## src/rtl/nipcb_rec_pkg.sv

```systemverilog
// nipcb recording framer: shared types, field widths and word packers.
// The pack functions are also the host-side decoder's view of the format.
package nipcb_rec_pkg;

  typedef enum logic [2:0] {
    OFF,
    FLUSH,
    SETTLE,
    RUN,
    DRAIN
  } state_e;

  localparam logic [7:0] HDR_MAGIC = 8'hA5;

  localparam int CH_W    = 4;
  localparam int SEQ_W   = 12;
  localparam int SMP_W   = 16;
  localparam int FDROP_W = 8;
  localparam int CNT_W   = 16;
  localparam int WORD_W  = 32;

  typedef struct packed {
    logic [CH_W-1:0]  ch;
    logic [SMP_W-1:0] data;
  } sample_t;

  function automatic logic [WORD_W-1:0] pack_hdr(
    input logic [FDROP_W-1:0] fdrops,
    input logic [CNT_W-1:0]   fcnt
  );
    return {HDR_MAGIC, fdrops, fcnt};
  endfunction

  function automatic logic [WORD_W-1:0] pack_data(
    input logic [CH_W-1:0]  ch,
    input logic [SEQ_W-1:0] seq,
    input logic [SMP_W-1:0] smp
  );
    return {ch, seq, smp};
  endfunction

endpackage

```

## src/rtl/nipcb_recording_framer.sv

```systemverilog
// nipcb recording framer: packs ADC samples into 32-bit FIFO words
// with periodic frame/drop headers, plus FIFO reset/settle sequencing.
module nipcb_recording_framer
  import nipcb_rec_pkg::*;
#(
  parameter int FRAME_LEN     = 64,
  parameter int RST_CYCLES    = 8,
  parameter int SETTLE_CYCLES = 32
) (
  input  logic              CLK,
  input  logic              RESETn,
  input  logic              enable,
  input  logic              sample_valid,
  input  logic [CH_W-1:0]   sample_ch,
  input  logic [SMP_W-1:0]  sample_data,
  output logic              fifo_clk,
  output logic              fifo_rst,
  output logic [WORD_W-1:0] fifo_din,
  output logic              fifo_wr,
  input  logic              fifo_full,
  output logic              busy,
  output logic [CNT_W-1:0]  drop_count,
  output logic [CNT_W-1:0]  frame_count
);

  localparam int WC_W = $clog2(FRAME_LEN + 1);
  localparam int PH_W = 16;

  localparam logic [PH_W-1:0] RST_LAST = PH_W'(RST_CYCLES - 1);
  localparam logic [PH_W-1:0] STL_LAST = PH_W'(SETTLE_CYCLES - 1);
  localparam logic [WC_W-1:0] WC_FULL  = WC_W'(FRAME_LEN);

  state_e               state_q, state_d;
  logic [PH_W-1:0]      ph_q, ph_d;
  logic [SEQ_W-1:0]     seq_q, seq_d;
  logic [CNT_W-1:0]     drop_q, drop_d;
  logic [CNT_W-1:0]     fcnt_q, fcnt_d;
  logic [FDROP_W-1:0]   fdrop_q, fdrop_d;
  logic [WC_W-1:0]      wcnt_q, wcnt_d;
  logic                 hdr_due_q, hdr_due_d;
  sample_t              hold_q, hold_d;
  logic                 hold_vld_q, hold_vld_d;
  logic [WORD_W-1:0]    out_q, out_d;
  logic                 out_vld_q, out_vld_d;
  logic                 busy_q, busy_d;
  logic                 rst_q, rst_d;

  logic                 wr;
  logic                 out_free;
  logic                 in_run;
  logic                 in_drain;
  logic                 ld_hdr;
  logic                 ld_dat;
  logic                 take;
  logic                 drop;
  logic [WC_W-1:0]      wcnt_inc;

  assign fifo_clk    = CLK;
  assign fifo_rst    = rst_q;
  assign fifo_din    = out_q;
  assign fifo_wr     = wr;
  assign busy        = busy_q;
  assign drop_count  = drop_q;
  assign frame_count = fcnt_q;

  // Write handshake and per-cycle datapath decisions.
  always_comb begin
    wr = out_vld_q & ~fifo_full & ~rst_q &
         ((state_q == RUN) | (state_q == DRAIN));
    out_free = ~out_vld_q | wr;
    in_run   = (state_q == RUN) & enable;
    in_drain = ((state_q == RUN) & ~enable) |
               (state_q == DRAIN);
    ld_hdr   = in_run & out_free & hdr_due_q;
    ld_dat   = (in_run | in_drain) & out_free &
               hold_vld_q & ~ld_hdr;
    take     = in_run & sample_valid &
               (~hold_vld_q | ld_dat);
    drop     = in_run & sample_valid & ~take;
    wcnt_inc = wcnt_q + WC_W'(1);
  end

  // Next-state for sequencing FSM, counters and hold/out slots.
  always_comb begin
    state_d    = state_q;
    ph_d       = ph_q;
    seq_d      = seq_q;
    drop_d     = drop_q;
    fcnt_d     = fcnt_q;
    fdrop_d    = fdrop_q;
    wcnt_d     = wcnt_q;
    hdr_due_d  = hdr_due_q;
    hold_d     = hold_q;
    hold_vld_d = hold_vld_q;
    out_d      = out_q;
    out_vld_d  = out_vld_q;

    unique case (state_q)
      OFF: begin
        if (enable) begin
          state_d = FLUSH;
          ph_d    = '0;
        end
      end
      FLUSH: begin
        seq_d      = '0;
        drop_d     = '0;
        fcnt_d     = '0;
        fdrop_d    = '0;
        wcnt_d     = '0;
        hdr_due_d  = 1'b0;
        hold_d     = '0;
        hold_vld_d = 1'b0;
        out_d      = '0;
        out_vld_d  = 1'b0;
        if (!enable) begin
          state_d = OFF;
        end else if (ph_q == RST_LAST) begin
          state_d = SETTLE;
          ph_d    = '0;
        end else begin
          ph_d = ph_q + PH_W'(1);
        end
      end
      SETTLE: begin
        if (!enable) begin
          state_d = OFF;
        end else if (ph_q == STL_LAST) begin
          state_d   = RUN;
          ph_d      = '0;
          hdr_due_d = 1'b1;
        end else begin
          ph_d = ph_q + PH_W'(1);
        end
      end
      RUN: begin
        if (!enable) state_d = DRAIN;
      end
      DRAIN: begin
        if (!out_vld_q && !hold_vld_q) state_d = OFF;
      end
      default: state_d = OFF;
    endcase

    if (wr) out_vld_d = 1'b0;

    if (ld_hdr) begin
      out_d     = pack_hdr(fdrop_q, fcnt_q);
      out_vld_d = 1'b1;
      fcnt_d    = fcnt_q + CNT_W'(1);
      fdrop_d   = '0;
      hdr_due_d = 1'b0;
      wcnt_d    = '0;
    end

    if (ld_dat) begin
      out_d      = pack_data(hold_q.ch, seq_q, hold_q.data);
      out_vld_d  = 1'b1;
      seq_d      = seq_q + SEQ_W'(1);
      hold_vld_d = 1'b0;
      wcnt_d     = wcnt_inc;
      if (wcnt_inc == WC_FULL) hdr_due_d = 1'b1;
    end

    if (take) begin
      hold_d.ch   = sample_ch;
      hold_d.data = sample_data;
      hold_vld_d  = 1'b1;
    end

    if (drop) begin
      if (drop_q != '1) drop_d = drop_q + CNT_W'(1);
      // a drop racing a header belongs to the frame that header opens
      if (ld_hdr) fdrop_d = FDROP_W'(1);
      else if (fdrop_q != '1) fdrop_d = fdrop_q + FDROP_W'(1);
    end

    busy_d = (state_d != OFF);
    rst_d  = (state_d == FLUSH);
  end

  // State and output registers, cleared asynchronously on RESETn.
  always_ff @(posedge CLK or negedge RESETn) begin
    if (!RESETn) begin
      state_q    <= OFF;
      ph_q       <= '0;
      seq_q      <= '0;
      drop_q     <= '0;
      fcnt_q     <= '0;
      fdrop_q    <= '0;
      wcnt_q     <= '0;
      hdr_due_q  <= 1'b0;
      hold_q     <= '0;
      hold_vld_q <= 1'b0;
      out_q      <= '0;
      out_vld_q  <= 1'b0;
      busy_q     <= 1'b0;
      rst_q      <= 1'b0;
    end else begin
      state_q    <= state_d;
      ph_q       <= ph_d;
      seq_q      <= seq_d;
      drop_q     <= drop_d;
      fcnt_q     <= fcnt_d;
      fdrop_q    <= fdrop_d;
      wcnt_q     <= wcnt_d;
      hdr_due_q  <= hdr_due_d;
      hold_q     <= hold_d;
      hold_vld_q <= hold_vld_d;
      out_q      <= out_d;
      out_vld_q  <= out_vld_d;
      busy_q     <= busy_d;
      rst_q      <= rst_d;
    end
  end

endmodule
```

## config.mk

```make
export PLATFORM = sky130hd
export DESIGN_NAME = nipcb_recording_framer
export DESIGN_NICKNAME = d
export VERILOG_FILES = /design/src/rtl/nipcb_rec_pkg.sv /design/src/rtl/nipcb_recording_framer.sv
export SDC_FILE = /design/constraint.sdc
export NUM_CORES = 1
export LEC_CHECK = 0
export CAP_MARGIN = 20
export CORE_MARGIN = 2
export CORE_UTILIZATION = 50
export DETAILED_ROUTE_END_ITERATION = 7
export GPL_TIMING_DRIVEN = 0
export PLACE_DENSITY = 0.77
export SYNTH_ARGS = -nofsm -noshare
export SYNTH_HDL_FRONTEND = slang
export SYNTH_SLANG_ARGS = --single-unit
```

## constraint.sdc

```tcl
create_clock -name CLK -period 2.33 [get_ports CLK]
set_clock_uncertainty 0.1 [all_clocks]
set_input_delay 0.3495 -clock CLK [delete_from_list [all_inputs] [get_ports CLK]]
set_output_delay 0.3495 -clock CLK [all_outputs]
set_load 0.005 [all_outputs]
```

Word-level counts from Yosys, hierarchy flattened
Index checks and enable logic that the tools add are counted.
{ "word_totals": {"regBits": 135, "inputBits": 25, "output_inout_bits": 68, "elab_cells": 118} }
{ "op_classes": {"addsub": 6, "eq_ne": 13, "n_mux": 46, "bitwise": 25, "n_reduce_logical": 13} }
{ "op_table": {"columns": ["op", "n"], "rows": [
  ["two-way mux 16 bit", 10],
  ["two-way mux 32 bit", 3],
  ["adder 16 x 1 -> 16 bit, second input constant", 3],
  ["one-hot mux 16 bit (3 select lines)", 1],
  ["two-way mux 20 bit", 2],
  ["two-way mux 8 bit", 5],
  ["two-way mux 12 bit", 2],
  ["two-way mux 3 bit", 7],
  ["two-way mux 7 bit", 3],
  ["== test 16 x 3 -> 1 bit, second input constant", 1],
  ["== test 16 x 5 -> 1 bit, second input constant", 1],
  ["inequality test 16 bit, second input constant", 1],
  ["one-hot mux 3 bit (5 select lines)", 1],
  ["bitwise AND 1 bit", 13],
  ["adder 12 x 1 -> 12 bit, second input constant", 1],
  ["nonzero test 3 bit", 4],
  ["two-way mux 1 bit", 11],
  ["adder 8 x 1 -> 8 bit, second input constant", 1],
  ["inequality test 8 bit, second input constant", 1],
  ["adder 7 x 1 -> 7 bit, second input constant", 1],
  ["== test 7 bit, second input constant", 1],
  ["NOT 1 bit", 7],
  ["== test 3 x 1 -> 1 bit, second input constant", 2],
  ["== test 3 x 2 -> 1 bit, second input constant", 2],
  ["other kinds (10)", 19]
]} }

Logic depth before layout (Yosys ltp)
Gate-level depths: netlist (run 1).
{ "logic_depth": {"word_depth": 14, "mapped_depth": 8, "ltp_nobuf": 6} }

==> impl_metrics.env, run 1 <==
export IMPL_place_gp_congestion=0.871
export IMPL_max_slew_margin_pct=53.8
export IMPL_p_leak_nw=4.20
export IMPL_yosys_warnings=0
export IMPL_start_kind="flip-flop"
export IMPL_irDropWorstVdd_mv=0.727
export IMPL_r2r_cells=6
export IMPL_synth_mux_area_share_pct=2.28
export IMPL_failed_checks="setup timing"
export IMPL_layout_drive_gt1_share_pct=13.6
export IMPL_syn_nets=721
export IMPL_worstMarginPinSlew_ps=693
export IMPL_worstPathRequired_ps=2650
export IMPL_worstHoldPathType="input pin to asynchronous set/reset pin"
export IMPL_power_w=0.00618
export IMPL_synth_top_family_by_area="simple AND/OR/NAND/NOR gates"
export IMPL_crit_buf_inv=1
export IMPL_routed_wl_microns=18700
export IMPL_vias=6207
export IMPL_syn_avg_cell_area_sq_um=9.64
export IMPL_crit_chain="ha_4 > or4bb_4 > or4_4 > o31ai_4 > buf_6 > nor2_2"
export IMPL_fp_coreArea_sq_mm=0.0131
export IMPL_synthXorXnorAreaFrac_pct=1.97
export IMPL_clk_insertion_delay_late_ps=540
export IMPL_fin_crit_sh_pct=100
export IMPL_start_util_pct=50.6
export IMPL_cp_max_fo=5
export IMPL_grt_overflow_total=0
export IMPL_io_buffers=92
export IMPL_fill_cells=976
export IMPL_syn_area_sq_mm=0.00665
export IMPL_ios=93
export IMPL_synth_simple_gate_area_share_pct=21.2
export IMPL_rsz0062_at_grt="yes"
export IMPL_finalCriticalPeriod_ps=2330
export IMPL_drc=0
export IMPL_cts_tree="done"
export IMPL_synth_edf_count=0
export IMPL_r2r_end="ph_q[14]"
export IMPL_drtIter0Drc=747
export IMPL_max_freq_ghz=0.428
export IMPL_fp_dieH_microns=119
export IMPL_r2r_start="ph_q[1]"
export IMPL_grt_util_all_layers_pct=26.5
export IMPL_setup_viol=5
export IMPL_diodes=0
export IMPL_antenna_found_initial=0
export IMPL_register_area_sq_mm=0.00338
export IMPL_end_kind="flip-flop"
export IMPL_dr_pass1_iters=6
export IMPL_grt_pass1_vias=6077
export IMPL_worstPathArrival_ps=2650
export IMPL_maxSlewViolCount=0
export IMPL_crit_slowest_cell="or4bb_4"
export IMPL_outcome="complete, but fails checks"
export IMPL_multi_input_area_sq_mm=0.00304
export IMPL_ys_ff_latch=135
export IMPL_setup_tns_ps=-9.41
export IMPL_hold_viol=0
export IMPL_vias_per_cell=6.16
export IMPL_yosysUniqueCellTypes=70
export IMPL_die_w_microns=119
export IMPL_ant_nets=0
export IMPL_critical_path_max_stage_delay_ps=560
export IMPL_reg2reg_slack_ps=-4
export IMPL_timing_max_cap_violations=0
export IMPL_synthAdderAreaFrac_pct=1.13
export IMPL_p_per_area_mw_per_mm2=694
export IMPL_ys_async_sr_fraction_pct=100
export IMPL_clkTransAtPathRegs_ps=60
export IMPL_criticalPathCategory="flip-flop to flip-flop"
export IMPL_post_drt_wl_per_cell_microns=18.5
export IMPL_ys_flop_type="dfrtp_1"
export IMPL_syn_inst=690
export IMPL_rows=42
export IMPL_nNetsFinal=851
export IMPL_synth_compound_area_share_pct=17.0
export IMPL_grt_pass1_wl_microns=29900
export IMPL_hpwl_microns=12200
export IMPL_crit_cells=6
export IMPL_grt_max_degree=82
export IMPL_setup_ws_ps=-4.01
export IMPL_crit_family="simple AND/OR/NAND/NOR gates"
export IMPL_ys_seq_area_share_pct=50.8
export IMPL_dieArea_sq_mm=0.0142
export IMPL_area_growth_syn_to_layout_pct=33.9
flip-flops by register name, summed over array words and instances (netlist names), 3 cells and up:
signal / flops
wcnt_q: 7
drop_count: 16
hold_q: 20
frame_count: 16
fifo_din: 32
ph_q: 16
state_q: 3
seq_q: 12
fdrop_q: 8
per-stage QoR:
step | hold slack, ps | setup slack (ps) | std cells | util, % | instance area, sq um
after floorplan | -46.1 | 151 | 690 | - | 6650
after global placement | 369 | -4340 | 958 | 59.3 | 7790
after detailed placement | 234 | -485 | 959 | 59.6 | 7820
after CTS | 244 | -29.8 | 1000 | 66.6 | 8750
after global routing | 268 | -97.3 | 1008 | 67.8 | 8910
final | 235 | -4.01 | 1008 | 67.8 | 8910
worst max-delay path by stage:
stage / start / to / slack (ps)
4_1_cts: state_q[1] / fifo_wr / -30
3_3_place_gp: RESETn / drop_count[5] / -4340
6_report: ph_q[1] / ph_q[14] / -4
3_5_place_dp: enable / fifo_din[16] / -490
5_1_grt: state_q[1] / drop_count[3] / -100
2_1_floorplan: ph_q[0] / ph_q[8] / 150
cell type report:
cell class / instances / area share (%)
multi-input combinational: 465 / 34.2
tap: 176 / 2.47
inverter: 58 / 2.44
buffer: 30 / 2.04
clock inverter: 13 / 3.09
timing repair buffer: 109 / 12.0
sequential: 135 / 37.9
clock buffer: 22 / 5.87
placed cells by master, fill, tap and decap left out, drive strengths merged, types with 14 or more instances in the layout:
cell	netlist	routed
a21oi	19	19
a222oi	24	24
and3	20	20
buf	18	39
clkbuf	14	31
clkdlybuf4s50	0	89
dfrtp	135	135
inv	58	58
mux2i	14	14
nand2	73	73
nand3	63	63
nor2	39	39
nor3	15	15
o21ai	59	59
synth_stat cells, types with 4 or more instances:
library cell / number / area [sq um]
a211o_1: 4 / 35.0
a21oi_1: 19 / 95.1
a221o_1: 5 / 50.1
a222oi_1: 24 / 240
a22o_1: 6 / 52.6
a31oi_1: 5 / 31.3
and3_1: 20 / 125
and4_1: 6 / 52.6
buf_2: 11 / 55.1
clkbuf_1: 14 / 52.6
dfrtp_1: 135 / 3380
ha_1: 6 / 75.1
inv_1: 58 / 218
mux2i_1: 14 / 140
nand2_1: 72 / 270
nand2b_1: 7 / 43.8
nand3_1: 63 / 315
nand4_1: 10 / 62.6
nor2_1: 36 / 135
nor3_1: 12 / 60.1
o211ai_1: 7 / 52.6
o21ai_0: 16 / 80.1
o21ai_1: 43 / 215
or3_1: 7 / 43.8
or4_1: 5 / 37.5
xnor2_1: 6 / 52.6
xor2_1: 9 / 78.8
metal layers:
layer  GRT usage (%)  routed length, microns  vias to the layer above
met5               0                       0                        -
met4            13.9                     524                        0
met3            6.70                    1500                       51
met2            41.6                    9060                      339
met1            34.1                    7600                     3033
li1                -                       -                     2784
power breakdown:
part | switching [W] | leakage (nW) | internal (W)
clock network | 0.00108 | 0.393 | 0.00250
logic | 0.000145 | 1.93 | 0.0000900
registers | 0.0000138 | 1.87 | 0.00236
total | 0.00124 | 4.20 | 0.00495
kinds of logic (layout without fill, tap and decap cells):
family / after synthesis / after routing
AND/OR/NAND/NOR: 269 / 269
adder cells (fa/ha/maj): 6 / 6
multiplexers: 15 / 15
flip-flops: 135 / 135
buffers and inverters: 90 / 232
XOR/XNOR: 15 / 15
AO/OA/AOI/OAI: 160 / 160
timing repair:
| item | CTS | global route |
|---|---|---|
| setup endpoints to repair | 91 | 100 |
| buffers inserted | 5 | 9 |
| cloned | 1 | 1 |
| resized for setup | 26 | 44 |
| endpoints found under the hold margin | 54 | 0 |
| hold buffers | 1 | 0 |
| pin swaps | 3 | 6 |
(Power assumes the default switching activity.)
==> run 2, diff against run 1 <==
CORE_MARGIN = not set   (was 2)
GPL_ROUTABILITY_DRIVEN = 0   (was not set)
==> run 2 against run 1 <==
  * The flow still finishes with violations (setup timing)
  * Fmax down 3.4%
  * Die area down 3.3%
  * Hold slack worse by 1.1 ps
  * Non-clock buffer count up 12
==> impl_metrics.env, run 2 (synthesis results as in run 1) <==
export IMPL_crit_chain="or3b_1 > buf_6 > buf_6 > a211oi_4 > nor3_4 > buf_6 > a222oi_1 > inv_1"
export IMPL_die_w_microns=117
export IMPL_grt_pass1_vias=6168
export IMPL_critical_path_max_stage_delay_ps=400
export IMPL_dr_wl_met3_microns=1630
export IMPL_cp_common_cell="buf_6"
export IMPL_worstPathArrival_ps=2720
export IMPL_max_slew_margin_pct=47.4
export IMPL_end_kind="flip-flop"
export IMPL_max_freq_ghz=0.414
export IMPL_routed_wl_microns=19100
export IMPL_diodes=0
export IMPL_grt_pass1_wl_microns=30600
export IMPL_grt_max_degree=80
export IMPL_start_util_pct=52.1
export IMPL_failed_checks="setup timing"
export IMPL_worstPathRequired_ps=2640
export IMPL_post_drt_wl_per_cell_microns=18.7
export IMPL_hold_viol=0
export IMPL_vias_per_cell=6.15
export IMPL_final_area_sq_mm=0.00897
export IMPL_placed_area_sq_mm=0.00782
export IMPL_top_layer="met4"
export IMPL_r2r_cells=8
export IMPL_ios=93
export IMPL_grt_util_all_layers_pct=28.3
export IMPL_wl_met1_microns=7650
export IMPL_r2r_end="fifo_din[16]"
export IMPL_pwr_share_seq_pct=42.0
export IMPL_setup_ws_ps=-86.8
export IMPL_p_leak_nw=4.17
export IMPL_vias=6259
export IMPL_crit_slowest_cell="dfrtp_1"
export IMPL_pwr_share_clk_pct=53.6
export IMPL_layout_cells_most_common="dfrtp_1"
export IMPL_io_buffers=92
export IMPL_grt_overflow_total=0
export IMPL_largest_reg_flops=32
export IMPL_worstHoldPathType="input pin to asynchronous set/reset pin"
export IMPL_netSwitchingPower_w=0.00124
export IMPL_clkTransAtPathRegs_ps=60
export IMPL_p_per_area_mw_per_mm2=629
export IMPL_start_kind="flip-flop"
export IMPL_cts_tree="done"
export IMPL_swShare_pct=21.9
export IMPL_layout_common_cells="dfrtp_1, clkdlybuf4s50_1, nand2_1"
export IMPL_antenna_found_initial=0
export IMPL_fin_crit_sh_pct=104
export IMPL_timing_max_cap_violations=0
export IMPL_rsz0062_at_grt="yes"
export IMPL_multi_input_area_sq_mm=0.00310
export IMPL_hpwl_microns=12000
export IMPL_rows=41
export IMPL_criticalPathCategory="flip-flop to flip-flop"
export IMPL_fill_cells=886
export IMPL_setup_viol=4
export IMPL_pwr_share_comb_pct=4.4
export IMPL_worstMarginPinSlew_ps=788
export IMPL_drtIter0Drc=639
export IMPL_route_met2_wl_microns=9380
export IMPL_register_area_sq_mm=0.00338
export IMPL_r2r_start="state_q[1]"
export IMPL_area_growth_syn_to_layout_pct=34.8
export IMPL_layout_drive_gt1_share_pct=16.2
export IMPL_clk_insertion_delay_late_ps=540
export IMPL_finalCriticalPeriod_ps=2420
export IMPL_fp_dieH_microns=117
export IMPL_dr_pass1_iters=7
export IMPL_reg2reg_slack_ps=-90
export IMPL_cp_max_fo=6
export IMPL_p_int_w=0.00441
export IMPL_fp_coreArea_sq_mm=0.0128
export IMPL_drc=0
export IMPL_outcome="complete, but fails checks"
export IMPL_nNetsFinal=863
export IMPL_setup_tns_ps=-92.0
export IMPL_crit_start="state_q[1]"
export IMPL_ant_nets=0
export IMPL_irDropWorstVdd_mv=0.603
export IMPL_maxSlewViolCount=0
export IMPL_dieArea_sq_mm=0.0138
run 2: changes by cell type in the layout (fill, tap and decap cells not counted), sizes merged:
cell	change
buf	+10
bufinv	-5
clkinvlp	+5
clkdlybuf4s15	+2
clkbuf	+1
run 2: critical path, delay by kind of cell, from the launching register on:
kind            cells  cell delay (ps)
buf+inv             4              520
flops               1              400
compound gates      2              730
simple gates        2              510
run 2: final cells by class:
class | count | share of cell area (%)
tap | 172 | 2.40
inverter | 58 | 2.43
clock inverter | 13 | 1.73
clock buffer | 23 | 5.87
sequential | 135 | 37.7
timing repair buffer | 121 | 13.0
buffer | 30 | 2.26
multi-input combinational | 465 | 34.6
run 2: how the worst max path moves through the flow:
stage                                to  depth (start not counted)
final                      fifo_din[16]                          8
after global routing       fifo_din[16]                          8
after detailed placement   fifo_din[16]                          6
after CTS                       fifo_wr                          5
after global placement    drop_count[7]                          1
after floorplan                 ph_q[8]                          6
run 2: metal layers:
metal	vias to the layer above	GRT usage, %
li1	2814	-
met1	3085	35.7
met2	325	45.2
met3	35	7.30
met4	0	13.9
met5	-	0
run 2: what timing repair did:
action / 4_1_cts / 5_1_grt
resized for setup: 24 / 74
buffers inserted: 7 / 16
pin swaps: 3 / 20
endpoints found under the hold margin: 56 / 0
endpoints found under the setup margin: 96 / 106
gates cloned: 1 / 4
hold buffers: 1 / 0
run 2: stage by stage:
stage,instances,hold WS (ps),utilization (%),power [W],worst slack [ps]
detailed placement,955,254,61.2,0.00268,-510
floorplan,690,-46.1,-,0.00251,151
global placement,954,366,61.0,0.00267,-4380
global route,1017,254,70.2,0.00580,-118
finish,1017,234,70.2,0.00564,-86.8
CTS,999,241,67.6,0.00564,-72.9
run 2: power by group through the flow:
stage               Combinational [W]  Sequential, W  Clock [W]
floorplan                   0.0000787        0.00241  0.0000278
global placement             0.000201        0.00241  0.0000599
detailed placement           0.000213        0.00241  0.0000599
CTS                          0.000229        0.00237    0.00305
global route                 0.000271        0.00237    0.00316
finish                       0.000247        0.00237    0.00303
==> run 3, diff against run 2 <==
SLEW_MARGIN = 10   (was not set)
clock period = 2.2 ns   (was 2.33 ns; I/O delays follow)
==> run 3 against run 2 <==
  * The flow still finishes with violations (setup timing)
  * Routed wire length is 3.1% higher
  * Via count is 1.9% higher
  * Cell area is 2.9% higher
  * Largest cell class unchanged
  * Critical endpoint is now fifo_wr
  * Global-route usage is 0.56 points higher
==> impl_metrics.env, run 3 (synthesis results as in run 1) <==
export IMPL_start_kind="flip-flop"
export IMPL_vias=6379
export IMPL_layout_common_cells="dfrtp_1, clkdlybuf4s50_1, nand2_1"
export IMPL_layout_cells_most_common="dfrtp_1"
export IMPL_die_w_microns=117
export IMPL_hold_viol=0
export IMPL_use_met3_pct=7.49
export IMPL_max_slew_margin_pct=44.1
export IMPL_ant_nets=0
export IMPL_drc=0
export IMPL_dieArea_sq_mm=0.0138
export IMPL_cts_tree="done"
export IMPL_area_growth_syn_to_layout_pct=38.7
export IMPL_grt_util_all_layers_pct=28.8
export IMPL_post_drt_wl_per_cell_microns=18.9
export IMPL_worstPathArrival_ps=1830
export IMPL_grt_pass1_vias=6280
export IMPL_crit_start="state_q[0]"
export IMPL_failed_checks="setup timing"
export IMPL_criticalPathCategory="flip-flop to primary output"
export IMPL_r2r_end="ph_q[8]"
export IMPL_dr_pass1_iters=7
export IMPL_clk_insertion_delay_late_ps=550
export IMPL_multi_input_area_sq_mm=0.00316
export IMPL_grt_overflow_total=0
export IMPL_r2r_start="ph_q[1]"
export IMPL_max_freq_ghz=0.442
export IMPL_placed_area_sq_mm=0.00782
export IMPL_ios=93
export IMPL_grt_busiest_layer="met2"
export IMPL_fp_coreArea_sq_mm=0.0128
export IMPL_setup_ws_ps=-64.0
export IMPL_worstPathRequired_ps=1770
export IMPL_timing_max_cap_violations=0
export IMPL_grt_max_degree=80
export IMPL_routed_wl_microns=19600
export IMPL_cp_max_fo=6
export IMPL_grt_use_met1_pct=36.5
export IMPL_clkTransAtPathRegs_ps=60
export IMPL_maxSlewViolCount=0
export IMPL_rows=41
export IMPL_register_area_sq_mm=0.00338
export IMPL_drtIter0Drc=672
export IMPL_nNetsFinal=886
export IMPL_worstMarginPinSlew_ps=839
export IMPL_fp_dieH_microns=117
export IMPL_largest_reg_flops=32
export IMPL_vias_per_cell=6.13
export IMPL_dp_cells=955
export IMPL_irDropWorstVdd_mv=0.639
export IMPL_p_leak_nw=4.32
export IMPL_p_per_area_mw_per_mm2=650
export IMPL_met2_usage_pct=45.9
export IMPL_hpwl_microns=12000
export IMPL_worstHoldPathType="input pin to asynchronous set/reset pin"
export IMPL_start_util_pct=52.1
export IMPL_r2r_cells=6
export IMPL_end_kind="primary output"
export IMPL_grt_pass1_wl_microns=31200
export IMPL_fill_cells=823
export IMPL_finalCriticalPeriod_ps=2260
export IMPL_power_w=0.00600
export IMPL_antenna_found_initial=0
export IMPL_dp_slack_ps=-620
export IMPL_setup_viol=15
export IMPL_final_area_sq_mm=0.00923
export IMPL_layout_drive_gt1_share_pct=19.7
export IMPL_reg2reg_slack_ps=-40
export IMPL_final_cells=1040
export IMPL_fin_crit_sh_pct=103
export IMPL_io_buffers=92
export IMPL_outcome="complete, but fails checks"
export IMPL_rsz0062_at_grt="yes"
export IMPL_critPathCapture="fifo_wr"
export IMPL_diodes=0
## run 3: changes by cell type in the layout (fill, tap and decap cells not counted), moves of 4 or more
cell,before,now
buf_4,25,48
buf_2,9,2
buf_6,11,17
nor2_2,7,11
## run 3: layout make-up
| cell class | instances | area share [%] |
|---|---|---|
| inverter | 58 | 2.36 |
| sequential | 135 | 36.6 |
| timing repair buffer | 145 | 14.8 |
| clock inverter | 13 | 1.68 |
| buffer | 29 | 2.22 |
| clock buffer | 23 | 5.71 |
| multi-input combinational | 465 | 34.2 |
| tap | 172 | 2.33 |
## run 3: worst max-delay path: stages, from the launching register on
cell     delay [ps]
dfrtp_1         410
or3b_4          490
nand2_4         110
and3_4          190
buf_6            90
## run 3: power breakdown
group	internal (W)	leakage [nW]	switching (W)	total [W]
sequential	0.00250	1.87	0.0000140	0.00251
combinational	0.000116	2.12	0.000166	0.000281
clock	0.00207	0.324	0.00114	0.00321
total	0.00468	4.32	0.00132	0.00600
## run 3: per-layer routing
layer | wire, microns | part of all wire (%)
met1 | 7930 | 40
met2 | 9590 | 49
met3 | 1580 | 8.0
met4 | 552 | 2.8
met5 | 0 | 0
## run 3: worst min path at each step
stage	start	end	slack [ps]	depth (start not counted)
after floorplan	RESETn	busy	-70	0
after global placement	seq_q[11]	seq_q[11]	370	1
after detailed placement	RESETn	fifo_din[15]	230	1
after CTS	sample_data[8]	hold_q[8]	220	3
after global routing	sample_data[10]	hold_q[10]	230	3
final	RESETn	hold_q[15]	220	2
## run 3: stage by stage
step	util (%)	TNS, ps	hold WS, ps
after floorplan	-	0	-65.6
after global placement	61.0	-646920	366
after detailed placement	61.2	-48140	235
after CTS	69.5	-897	221
after global routing	72.3	-1740	234
final	72.3	-452	220
## run 3: what timing repair did
item                                   4_1_cts  5_1_grt
resized for setup                           64       48
gates cloned                                 1        1
setup buffers                               22       28
setup endpoints to repair                  118      110
pin swaps                                   24       26
endpoints found under the hold margin       56        0
hold buffers                                 1        0
